===== src/rtl/panic_credit_scheduler_pkg.sv =====
// Shared defaults and helpers for the panic descriptor scheduler and its arbiter.
// No ports: this package holds parameter defaults and a width helper.
package panic_credit_scheduler_pkg;

  localparam int unsigned PANIC_SCHED_ENGINE_NUM   = 4;
  localparam int unsigned PANIC_SCHED_INIT_CREDIT  = 8;
  localparam int unsigned PANIC_SCHED_CREDIT_WIDTH = 4;
  localparam int unsigned PANIC_SCHED_DESC_WIDTH   = 128;
  localparam int unsigned PANIC_SCHED_DEST_WIDTH   = 3;

  // Index width for an n-entry vector; never narrower than one bit.
  function automatic int unsigned idx_width(input int unsigned n);
    return (n > 1) ? $clog2(n) : 1;
  endfunction

endpackage


===== src/rtl/panic_rr_arbiter.sv =====
// Combinational round-robin arbiter: picks the first set request bit at or
// above ptr, wrapping modulo N.
// Ports: request (N), ptr (start index) -> grant (one-hot), grant_idx, grant_valid.
module panic_rr_arbiter
  import panic_credit_scheduler_pkg::*;
#(
  parameter  int unsigned N     = 4,
  localparam int unsigned IDX_W = idx_width(N)
) (
  input  logic [N-1:0]     request,
  input  logic [IDX_W-1:0] ptr,
  output logic [N-1:0]     grant,
  output logic [IDX_W-1:0] grant_idx,
  output logic             grant_valid
);

  int unsigned      idx_wide;
  logic [IDX_W-1:0] idx;

  // Scan N positions starting at ptr; the first hit wins.
  always_comb begin
    grant       = '0;
    grant_idx   = '0;
    grant_valid = 1'b0;
    idx_wide    = 0;
    idx         = '0;
    for (int unsigned k = 0; k < N; k++) begin
      idx_wide = (32'(ptr) + k) % N;
      idx      = IDX_W'(idx_wide);
      if (!grant_valid && request[idx]) begin
        grant_valid = 1'b1;
        grant_idx   = idx;
        grant[idx]  = 1'b1;
      end
    end
  end

endmodule


===== src/rtl/panic_credit_scheduler.sv =====
// Credit-based descriptor scheduler: routes each descriptor to an eligible
// engine with credit (round-robin), owns all engine credit counters.
// Ports: s_desc_* (input stream, mask of eligible engines), m_desc_* (output
// stream with crossbar dest), credit_return (per-engine pulses), credit_count
// (live counters), desc_drop (zero-mask pulse), credit_overflow (sticky).
module panic_credit_scheduler
  import panic_credit_scheduler_pkg::*;
#(
  parameter int unsigned ENGINE_NUM        = PANIC_SCHED_ENGINE_NUM,
  parameter int unsigned INIT_CREDIT_NUM   = PANIC_SCHED_INIT_CREDIT,
  parameter int unsigned CREDIT_WIDTH      = PANIC_SCHED_CREDIT_WIDTH,
  parameter int unsigned DESC_WIDTH        = PANIC_SCHED_DESC_WIDTH,
  parameter int unsigned SWITCH_DEST_WIDTH = PANIC_SCHED_DEST_WIDTH
) (
  input  logic                               clk,
  input  logic                               rst,
  input  logic [DESC_WIDTH-1:0]              s_desc_data,
  input  logic [ENGINE_NUM-1:0]              s_desc_mask,
  input  logic                               s_desc_valid,
  output logic                               s_desc_ready,
  output logic [DESC_WIDTH-1:0]              m_desc_data,
  output logic [SWITCH_DEST_WIDTH-1:0]       m_desc_dest,
  output logic                               m_desc_valid,
  input  logic                               m_desc_ready,
  input  logic [ENGINE_NUM-1:0]              credit_return,
  output logic [ENGINE_NUM*CREDIT_WIDTH-1:0] credit_count,
  output logic                               desc_drop,
  output logic                               credit_overflow
);

  localparam int unsigned       PTR_W  = idx_width(ENGINE_NUM);
  localparam logic [CREDIT_WIDTH-1:0] INIT_C = CREDIT_WIDTH'(INIT_CREDIT_NUM);
  localparam logic [PTR_W-1:0]        LAST   = PTR_W'(ENGINE_NUM - 1);

  logic [CREDIT_WIDTH-1:0] credit     [ENGINE_NUM];
  logic [CREDIT_WIDTH-1:0] credit_nxt [ENGINE_NUM];
  logic [PTR_W-1:0]        rr_ptr;
  logic [PTR_W-1:0]        rr_ptr_nxt;
  logic [ENGINE_NUM-1:0]   eligible;
  logic [ENGINE_NUM-1:0]   arb_grant;
  logic [PTR_W-1:0]        arb_idx;
  logic                    arb_valid;
  logic                    out_free;
  logic                    accept;
  logic                    grant_fire;
  logic                    drop_fire;
  logic                    overflow_hit;

  // An engine is eligible only if the descriptor allows it and it holds credit.
  always_comb begin
    eligible = '0;
    for (int unsigned i = 0; i < ENGINE_NUM; i++) begin
      eligible[i] = s_desc_mask[i] & (credit[i] != '0);
    end
  end

  panic_rr_arbiter #(.N(ENGINE_NUM)) u_arb (
    .request     (eligible),
    .ptr         (rr_ptr),
    .grant       (arb_grant),
    .grant_idx   (arb_idx),
    .grant_valid (arb_valid)
  );

  // Zero-mask descriptors are always accepted (and dropped) when the output is free.
  assign out_free     = !m_desc_valid | m_desc_ready;
  assign s_desc_ready = out_free & ((eligible != '0) | (s_desc_mask == '0));
  assign accept       = s_desc_valid & s_desc_ready;
  assign grant_fire   = accept & arb_valid;
  assign drop_fire    = accept & (s_desc_mask == '0);
  assign rr_ptr_nxt   = (arb_idx == LAST) ? '0 : arb_idx + PTR_W'(1);

  // Per-engine credit update; a simultaneous grant and return cancel out.
  always_comb begin
    overflow_hit = 1'b0;
    for (int unsigned i = 0; i < ENGINE_NUM; i++) begin
      credit_nxt[i] = credit[i];
      if ((grant_fire && arb_grant[i]) && !credit_return[i]) begin
        credit_nxt[i] = credit[i] - CREDIT_WIDTH'(1);
      end else if (credit_return[i] && !(grant_fire && arb_grant[i])) begin
        if (credit[i] == INIT_C) begin
          overflow_hit = 1'b1;
        end else begin
          credit_nxt[i] = credit[i] + CREDIT_WIDTH'(1);
        end
      end
    end
  end

  // Flatten counters for observation.
  always_comb begin
    credit_count = '0;
    for (int unsigned i = 0; i < ENGINE_NUM; i++) begin
      credit_count[i*CREDIT_WIDTH +: CREDIT_WIDTH] = credit[i];
    end
  end

  // Credit, pointer, output register and status flags.
  always_ff @(posedge clk or posedge rst) begin
    if (rst) begin
      for (int unsigned i = 0; i < ENGINE_NUM; i++) begin
        credit[i] <= INIT_C;
      end
      rr_ptr          <= '0;
      m_desc_valid    <= 1'b0;
      m_desc_data     <= '0;
      m_desc_dest     <= '0;
      desc_drop       <= 1'b0;
      credit_overflow <= 1'b0;
    end else begin
      for (int unsigned i = 0; i < ENGINE_NUM; i++) begin
        credit[i] <= credit_nxt[i];
      end
      desc_drop <= drop_fire;
      if (overflow_hit) begin
        credit_overflow <= 1'b1;
      end
      if (grant_fire) begin
        m_desc_valid <= 1'b1;
        m_desc_data  <= s_desc_data;
        m_desc_dest  <= SWITCH_DEST_WIDTH'(arb_idx);
        rr_ptr       <= rr_ptr_nxt;
      end else if (m_desc_ready) begin
        m_desc_valid <= 1'b0;
      end
    end
  end

endmodule


===== config.mk =====
export PLATFORM = sky130hd
export DESIGN_NAME = panic_credit_scheduler
export DESIGN_NICKNAME = d
export VERILOG_FILES = /design/src/rtl/panic_credit_scheduler_pkg.sv /design/src/rtl/panic_rr_arbiter.sv /design/src/rtl/panic_credit_scheduler.sv
export SDC_FILE = /design/constraint.sdc
export NUM_CORES = 1
export LEC_CHECK = 0
export ABC_AREA = 0
export CORE_MARGIN = 2
export CORE_UTILIZATION = 46
export CTS_CLUSTER_SIZE = 10
export DETAILED_ROUTE_END_ITERATION = 6
export PLACE_DENSITY = 0.88
export SYNTH_ARGS = -nofsm -noshare
export SYNTH_HDL_FRONTEND = slang
export SYNTH_SLANG_ARGS = --single-unit

===== constraint.sdc =====
create_clock -name clk -period 10.79 [get_ports clk]
set_input_delay 2.158 -clock clk [delete_from_list [all_inputs] [get_ports clk]]
set_output_delay 2.158 -clock clk [all_outputs]
set_load 0.03 [all_outputs]

==> out/results.md, run 1 <==
• Fin Clk Skew: 18.1 ps
• netlist area before placement: 0.00690 mm²
• antenna violations before repair: 1
• ANT nets after route: 0
• most numerous cell on the critical path: sky130_fd_sc_hd__clkdlybuf4s50_1
• Post-Syn Area per Cell: 8.93 µm²
• final global-route overflow total: 0
• number of synthesis warnings: 0
• run status: complete, no violations
• CP startpoint: s_desc_mask[1]
• crit end category: output port
• predominant post-synthesis flop cell: sky130_fd_sc_hd__dfrtp_1
• setup violators final: 0
• per-cell via count in the routed design: 5.02
• cell at the root of the clock tree: sky130_fd_sc_hd__clkbuf_16
• count of flip-flops with a built-in enable after synthesis: 0
• highest clock rate: 157 MHz
• count of endpoints failing hold in the final timing report: 0
• share of post-route cells with drive strength above 1: 5.37%
• post-detailed-routing wire length: 20.2 mm
• count of boundary I/O pins: 291
• critical path cell sequence: clkdlybuf4s50_1, o41a_1, nor2_1, a31oi_1, clkdlybuf4s50_1
• clock period minus worst slack: 6370 ps
• CP Max Fanout: 8
• average detailed-routed wire length per instance: 16.2 µm
• final period utilization: 59.1%
• fraction of power consumed by sequential logic: 31.5%
• Startpoint Class: primary input
• number of cells on the worst reg-to-reg path: 12
• net switching fraction of the power: 42.1%
• pin count of the biggest net entering global routing: 96
• Clock transition at path regs: 60 ps
• cell leakage power: 5.05 nW
• Remaining DRCs: 0
• ANT cells: 0
• number of clock sinks seen by CTS: 151
• number of hold buffers added after CTS: 0
• placer congestion estimate: 0.908
• HPWL after detailed placement: 14.3 mm
• number of fill cells in the layout: 1027
• slack of the worst reg-to-reg path: 6320 ps
• crit path kind: primary input to output port
• clock tree from TritonCTS: built
• Arrival @ worst endpoint: 4210 ps
• worst vdd rail ir drop: 190 µV
• worst max-slew margin expressed relative to the limit: 35.0%
• fraction of registers with async set or reset after synthesis: 100%
• net count reported at finish: 1217
• share of the yosys chip area belonging to registers: 54.9%
• synth unique cells: 47
• count of vias placed by the detailed router: 6256
• TritonRoute pass-1 iters: 5
• type of the worst min-delay path: flop to flop
• highest cell delay on the worst timing path: 710 ps
• most common library cells after synthesis: 406 x sky130_fd_sc_hd__nand2_1, 147 x sky130_fd_sc_hd__dfrtp_1, 24 x sky130_fd_sc_hd__ha_1
• worst endpoint required time: 8630 ps
• Comb pwr share: 47.4%
• count leader, synth: sky130_fd_sc_hd__nand2_1
• height of the die: 126 µm
• number of H-tree branching levels: 4
• clock group share of total power: 21.0%
• Cells after Synth: 772
• starting density of the core: 47.3%
• Pins Over Slew Limit: 0
• vias in the first global route: 6388
• clock latency on the worst-skew pair: 420 ps
• cell type contributing the most total cell area after synthesis: sky130_fd_sc_hd__dfrtp_1
• count of buffers added by post-CTS timing repair for setup: 0
• die width: 126 µm
• number of buffers inserted during clock tree synthesis: 17
• post_cts resized: 0
• wire length of the first global-routing pass: 32.3 mm
• power consumption: 0.00287 W
• Layout area overhead: 52.5%
• worst flop-to-flop path endpoint: credit_count[7]$_DFFE_PP1P_
• Row Count: 44
• endpoint of the worst setup timing path: s_desc_ready
• Clock Tree Buf Depth: 2
• sum of negative setup slack: 0 ps
• GRT Overall Usage: 25.6%
• origin of the critical flop-to-flop path: credit_count[5]$_DFFE_PP0P_
• post-synthesis net count: 940
• floorplan die area: 0.0160 mm²
• FF+latch count, synth: 151
• quantity of I/O buffers inserted on ports: 289
• dominant cells by area after synthesis: sky130_fd_sc_hd__dfrtp_1 53%, sky130_fd_sc_hd__nand2_1 22%, sky130_fd_sc_hd__ha_1 4.4%
• post-route core utilization: 72.1%
• number of max-cap violations: 0
• Initial DRC Count: 458
• power density normalized to cell area: 273 mW/mm²
• transition time at the pin with the least slew margin: 975 ps
• fraction of post-synthesis cell area in the top cell type by area: 53.3%
• area of the placeable core: 0.0146 mm²
• unrepaired setup endpoints after global routing: false
• cell type of the slowest stage on the worst timing path: sky130_fd_sc_hd__clkdlybuf4s50_1
• Int Power: 0.00166 W
• reported net switching power: 0.00121 W
## layer usage
metal  vias up  GRT usage [%]  routed length (µm)
met5         -              0                  11
met4         2           11.1                 700
met3        51           7.97                1640
met2       276           43.1               10000
met1      2919           30.5                7850
li1       3008              -                   -
## cell type report
type | instances | area, µm² | share of cell area [%]
Multi-Input combinational cell | 567 | 2910 | 27.7
Timing Repair Buffer | 292 | 2920 | 27.7
Inverter | 20 | 80.1 | 0.761
Clock inverter | 14 | 160 | 1.52
Tap cell | 184 | 230 | 2.19
Clock buffer | 18 | 439 | 4.18
Sequential cell | 151 | 3780 | 36.0
## metrics by stage
stage	hold WS, ps	area, µm²	setup WS (ps)	cells
floorplan	568	6900	4570	772
global placement	456	9920	4510	1214
detailed placement	461	9920	4470	1214
CTS	477	10500	4470	1246
global route	499	10500	4360	1246
finish	470	10500	4420	1246
## worst max-delay path, delay by kind of cell
kind	cells	cell delay [ps]
and+or+nand+nor	1	210
buffers and inverters	2	1230
AOI/OAI and AO/OA	2	610
## cells by family (layout without fill, tap and decap cells)
| family | count (synthesis) | count (layout) | share of synthesized area, % |
|---|---|---|---|
| XOR/XNOR | 16 | 16 | 2.03 |
| flip-flops | 151 | 151 | 54.9 |
| multiplexers | 7 | 7 | 1.80 |
| AO/OA/AOI/OAI | 57 | 57 | 6.40 |
| AND/OR/NAND/NOR | 458 | 458 | 26.1 |
| adder cells (fa/ha/maj) | 28 | 28 | 5.52 |
| buffers and inverters | 54 | 344 | 3.25 |
| other | 1 | 1 | 0.0544 |
## flip-flops by register name (all words and copies together), names as in the netlist, named ones only
| name | flops |
|---|---|
| credit_overflow | 1 |
| m_desc_data | 128 |
| m_desc_valid | 1 |
| credit_count | 16 |
| m_desc_dest | 2 |
| desc_drop | 1 |
| rr_ptr | 1 |
## power by group through the flow
stage	Combinational, W	Sequential, W	Clock (W)
final	0.00136	0.000904	0.000603
after global routing	0.00147	0.000929	0.000638
after CTS	0.00137	0.000904	0.000614
after detailed placement	0.00136	0.000908	0
after global placement	0.00133	0.000901	0
after floorplan	0.000509	0.00121	0
## worst min path at each step
| stage | start | end | slack, ps | depth (start not counted) |
|---|---|---|---|---|
| global route | m_desc_data[101]$_DFFE_PP0P_ | m_desc_data[101]$_DFFE_PP0P_ | 500 | 2 |
| floorplan | credit_count[11]$_DFFE_PP1P_ | credit_count[11]$_DFFE_PP1P_ | 570 | 1 |
| global placement | m_desc_data[82]$_DFFE_PP0P_ | m_desc_data[82]$_DFFE_PP0P_ | 460 | 2 |
| detailed placement | m_desc_data[118]$_DFFE_PP0P_ | m_desc_data[118]$_DFFE_PP0P_ | 460 | 2 |
| CTS | m_desc_data[118]$_DFFE_PP0P_ | m_desc_data[118]$_DFFE_PP0P_ | 480 | 2 |
| finish | m_desc_data[12]$_DFFE_PP0P_ | m_desc_data[12]$_DFFE_PP0P_ | 470 | 2 |
## cells in the final DEF (no fill, tap or decap), drive strengths merged, types with 5 or more instances in the layout
| cell type | n |
|---|---|
| nand3 | 7 |
| clkdlybuf4s50 | 289 |
| ha | 24 |
| clkbuf | 18 |
| nor3 | 12 |
| a21o | 5 |
| o21ai | 17 |
| dfrtp | 147 |
| xnor2 | 12 |
| nor2 | 16 |
| nand2 | 406 |
| a21oi | 13 |
| inv | 27 |
Power figures use the tool's default switching activity.
==> run 2, diff against run 1 <==
--- a/config.mk
+++ b/config.mk
@@ -7,10 +7,10 @@
 export LEC_CHECK = 0
 export ABC_AREA = 0
 export CORE_MARGIN = 2
-export CORE_UTILIZATION = 46
+export CORE_UTILIZATION = 39
 export CTS_CLUSTER_SIZE = 10
 export DETAILED_ROUTE_END_ITERATION = 6
-export PLACE_DENSITY = 0.88
+export PLACE_DENSITY = 0.79
 export SYNTH_ARGS = -nofsm -noshare
 export SYNTH_HDL_FRONTEND = slang
 export SYNTH_SLANG_ARGS = --single-unit
==> constraint.sdc (replaced) <==
create_clock -name clk -period 5.1 [get_ports clk]
set_input_delay 1.02 -clock clk [delete_from_list [all_inputs] [get_ports clk]]
set_output_delay 1.02 -clock clk [all_outputs]
set_load 0.03 [all_outputs]
==> out/results.md, run 2 (synthesized netlist as in run 1, its figures left out) <==
• run status: complete, no violations
• worst max-slew margin expressed relative to the limit: 43.1%, +8.0 points
• count of buffers added by post-CTS timing repair for setup: 0, unchanged
• antenna violations before repair: 0, -1
• clock latency on the worst-skew pair: 420 ps, about the same
• Arrival @ worst endpoint: 4520 ps, +310 ps
• worst endpoint required time: 5440 ps, -3190 ps
• Initial DRC Count: 330, -28%
• floorplan die area: 0.0188 mm², +17%
• highest cell delay on the worst timing path: 700 ps, about the same
• share of post-route cells with drive strength above 1: 5.63%, +0.27 points
• Fin Clk Skew: 9.75 ps, -8.34 ps
• cell family contributing the most delay on the critical path: adder cells
• power density normalized to cell area: 568 mW/mm², +110%
• number of buffer and inverter instances along the worst setup path: 1, -1
• number of hold buffers added after CTS: 0, unchanged
• cell type of the slowest stage on the worst timing path: sky130_fd_sc_hd__dfrtp_1
• number of clock sinks seen by CTS: 151, unchanged
• instance count on the critical path: 13, +8
• setup violators final: 0, unchanged
• Fin Hold WS: 470 ps, +0.133 ps
• Layout area overhead: 53.6%
• Remaining DRCs: 0, unchanged
• ANT nets after route: 0, unchanged
• reported net switching power: 0.00254 W, +110%
• quantity of I/O buffers inserted on ports: 289, unchanged
• GRT Overall Usage: 20.9%, -4.8 points
• count of boundary I/O pins: 291, unchanged
• net count reported at finish: 1220, +0.25%
• type of the worst min-delay path: flop to flop
• die width: 137 µm, +8.3%
• most numerous cell on the critical path: sky130_fd_sc_hd__ha_1
• count of vias placed by the detailed router: 6154, -1.6%
• worst vdd rail ir drop: 284 µV, +49%
• register containing the most flip-flops in the final layout: m_desc_data
• unrepaired setup endpoints after global routing: false
• number of H-tree branching levels: 4, unchanged
• Startpoint Class: flop
• Setup WS post-layout: 921 ps, -3500 ps
• leading cell types in the layout, fill and taps excluded: 406 x sky130_fd_sc_hd__nand2_1, 289 x sky130_fd_sc_hd__clkdlybuf4s50_1, 147 x sky130_fd_sc_hd__dfrtp_1
• worst setup slack before clock tree synthesis: 881 ps, -3580 ps
• pin count of the biggest net entering global routing: 91, -5.2%
• number of max-cap violations: 0, unchanged
• clock group share of total power: 20.7%, -0.3 points
• crit end category: flop
• placer congestion estimate: 0.894, -1.5%
• endpoint of the worst setup timing path: credit_count[3]$_DFFE_PP1P_
• TritonRoute pass-1 iters: 5, unchanged
• vias in the first global route: 5983, -6.3%
• transition time at the pin with the least slew margin: 854 ps, -120 ps
• worst flop-to-flop path endpoint: credit_count[3]$_DFFE_PP1P_
• critical path cell sequence: inv_2, ha_1, mux4_2, a221o_1, a21oi_1, nor3_1, ha_1, ha_1, a21o_1, a21oi_1, xnor2_1, nand2_1, xnor2_1
• average detailed-routed wire length per instance: 15.2 µm, -6.3%
• Placed Area: 0.0100 mm², +0.87%
• number of fill cells in the layout: 1500, +46%
• crit path kind: flop to flop
• clock tree from TritonCTS: built
• flip-flop count of the largest register, all copies and words added: 128, unchanged
• number of buffers inserted during clock tree synthesis: 17, unchanged
• net switching fraction of the power: 42.1%, about the same
• final period utilization: 81.9%
• starting density of the core: 39.9%, -7.4 points
• Pins Over Slew Limit: 0, unchanged
• height of the die: 137 µm, +8.3%
• final design area excluding fillers: 0.0106 mm², +0.71%
• final global-route overflow total: 0, unchanged
• highest clock rate: 239 MHz
• wire length of the first global-routing pass: 30.6 mm, -5.4%
• Clock Tree Buf Depth: 2, unchanged
• cell at the root of the clock tree: sky130_fd_sc_hd__clkbuf_16
• cell leakage power: 5.06 nW, +0.27%
• post-detailed-routing wire length: 19.6 mm, -3.0%
• fraction of power consumed by sequential logic: 31.7%, +0.2 points
• per-cell via count in the routed design: 4.77, -5.0%
• Comb pwr share: 47.6%, +0.2 points
• commonest non-fill, non-tap cell in the layout: sky130_fd_sc_hd__nand2_1
• sum of negative setup slack: 0 ps, unchanged
• post_cts resized: 0, unchanged
• ANT cells: 0, unchanged
• HPWL after detailed placement: 14.1 mm, -2.0%
• area of the placeable core: 0.0173 mm², +19%
• slack of the worst reg-to-reg path: 920 ps, -5400 ps
• Int Power: 0.00348 W, +110%
• clock period minus worst slack: 4180 ps
• Row Count: 48, +9.1%
• count of endpoints failing hold in the final timing report: 0, unchanged
• Clock transition at path regs: 70 ps, about the same
• CP Max Fanout: 17, +9
• power consumption: 0.00602 W, +110%
• number of cells on the worst reg-to-reg path: 13, +1
run 2: layout make-up:
cell class / instances / area, µm² / share of cell area (%)
Sequential cell: 151 / 3780 / 35.7
Timing Repair Buffer: 295 / 2950 / 27.9
Multi-Input combinational cell: 567 / 2910 / 27.5
Clock buffer: 19 / 453 / 4.28
Tap cell: 225 / 282 / 2.66
Clock inverter: 13 / 135 / 1.28
Inverter: 20 / 80.1 / 0.756
run 2: worst min path at each step:
stage / depth (start not counted) / startpoint / to
global placement: 2 / m_desc_data[84]$_DFFE_PP0P_ / m_desc_data[84]$_DFFE_PP0P_
CTS: 2 / m_desc_data[120]$_DFFE_PP0P_ / m_desc_data[120]$_DFFE_PP0P_
global route: 2 / m_desc_data[96]$_DFFE_PP0P_ / m_desc_data[96]$_DFFE_PP0P_
detailed placement: 2 / m_desc_data[120]$_DFFE_PP0P_ / m_desc_data[120]$_DFFE_PP0P_
floorplan: 1 / credit_count[11]$_DFFE_PP1P_ / credit_count[11]$_DFFE_PP1P_
finish: 2 / m_desc_data[120]$_DFFE_PP0P_ / m_desc_data[120]$_DFFE_PP0P_
run 2: power groups by stage:
stage,Combinational [W],Clock (W),Sequential [W]
floorplan,0.00108,0,0.00256
global placement,0.00283,0,0.00191
detailed placement,0.00287,0,0.00192
CTS,0.00289,0.00128,0.00191
global route,0.00311,0.00133,0.00196
finish,0.00286,0.00125,0.00191
run 2: metal layers:
metal	part of all wire (%)	GRT usage, %	routed length [µm]
met5	0	0	0
met4	3.1	8.93	603
met3	7.6	6.15	1490
met2	47	32.5	9200
met1	43	27.1	8350
run 2: metrics by stage:
step / std cells / utilization (%)
6_report: 1290 / 61.2
5_1_grt: 1290 / 61.2
4_1_cts: 1290 / 61.2
3_5_place_dp: 1258 / 57.8
3_3_place_gp: 1258 / 57.8
2_1_floorplan: 772 / -
run 2: tightest hold or removal path, cell delays in order, from the launching register on:
cell	delay [ps]
sky130_fd_sc_hd__dfrtp_1	340
sky130_fd_sc_hd__nand2_1	50
sky130_fd_sc_hd__nand2_1	50
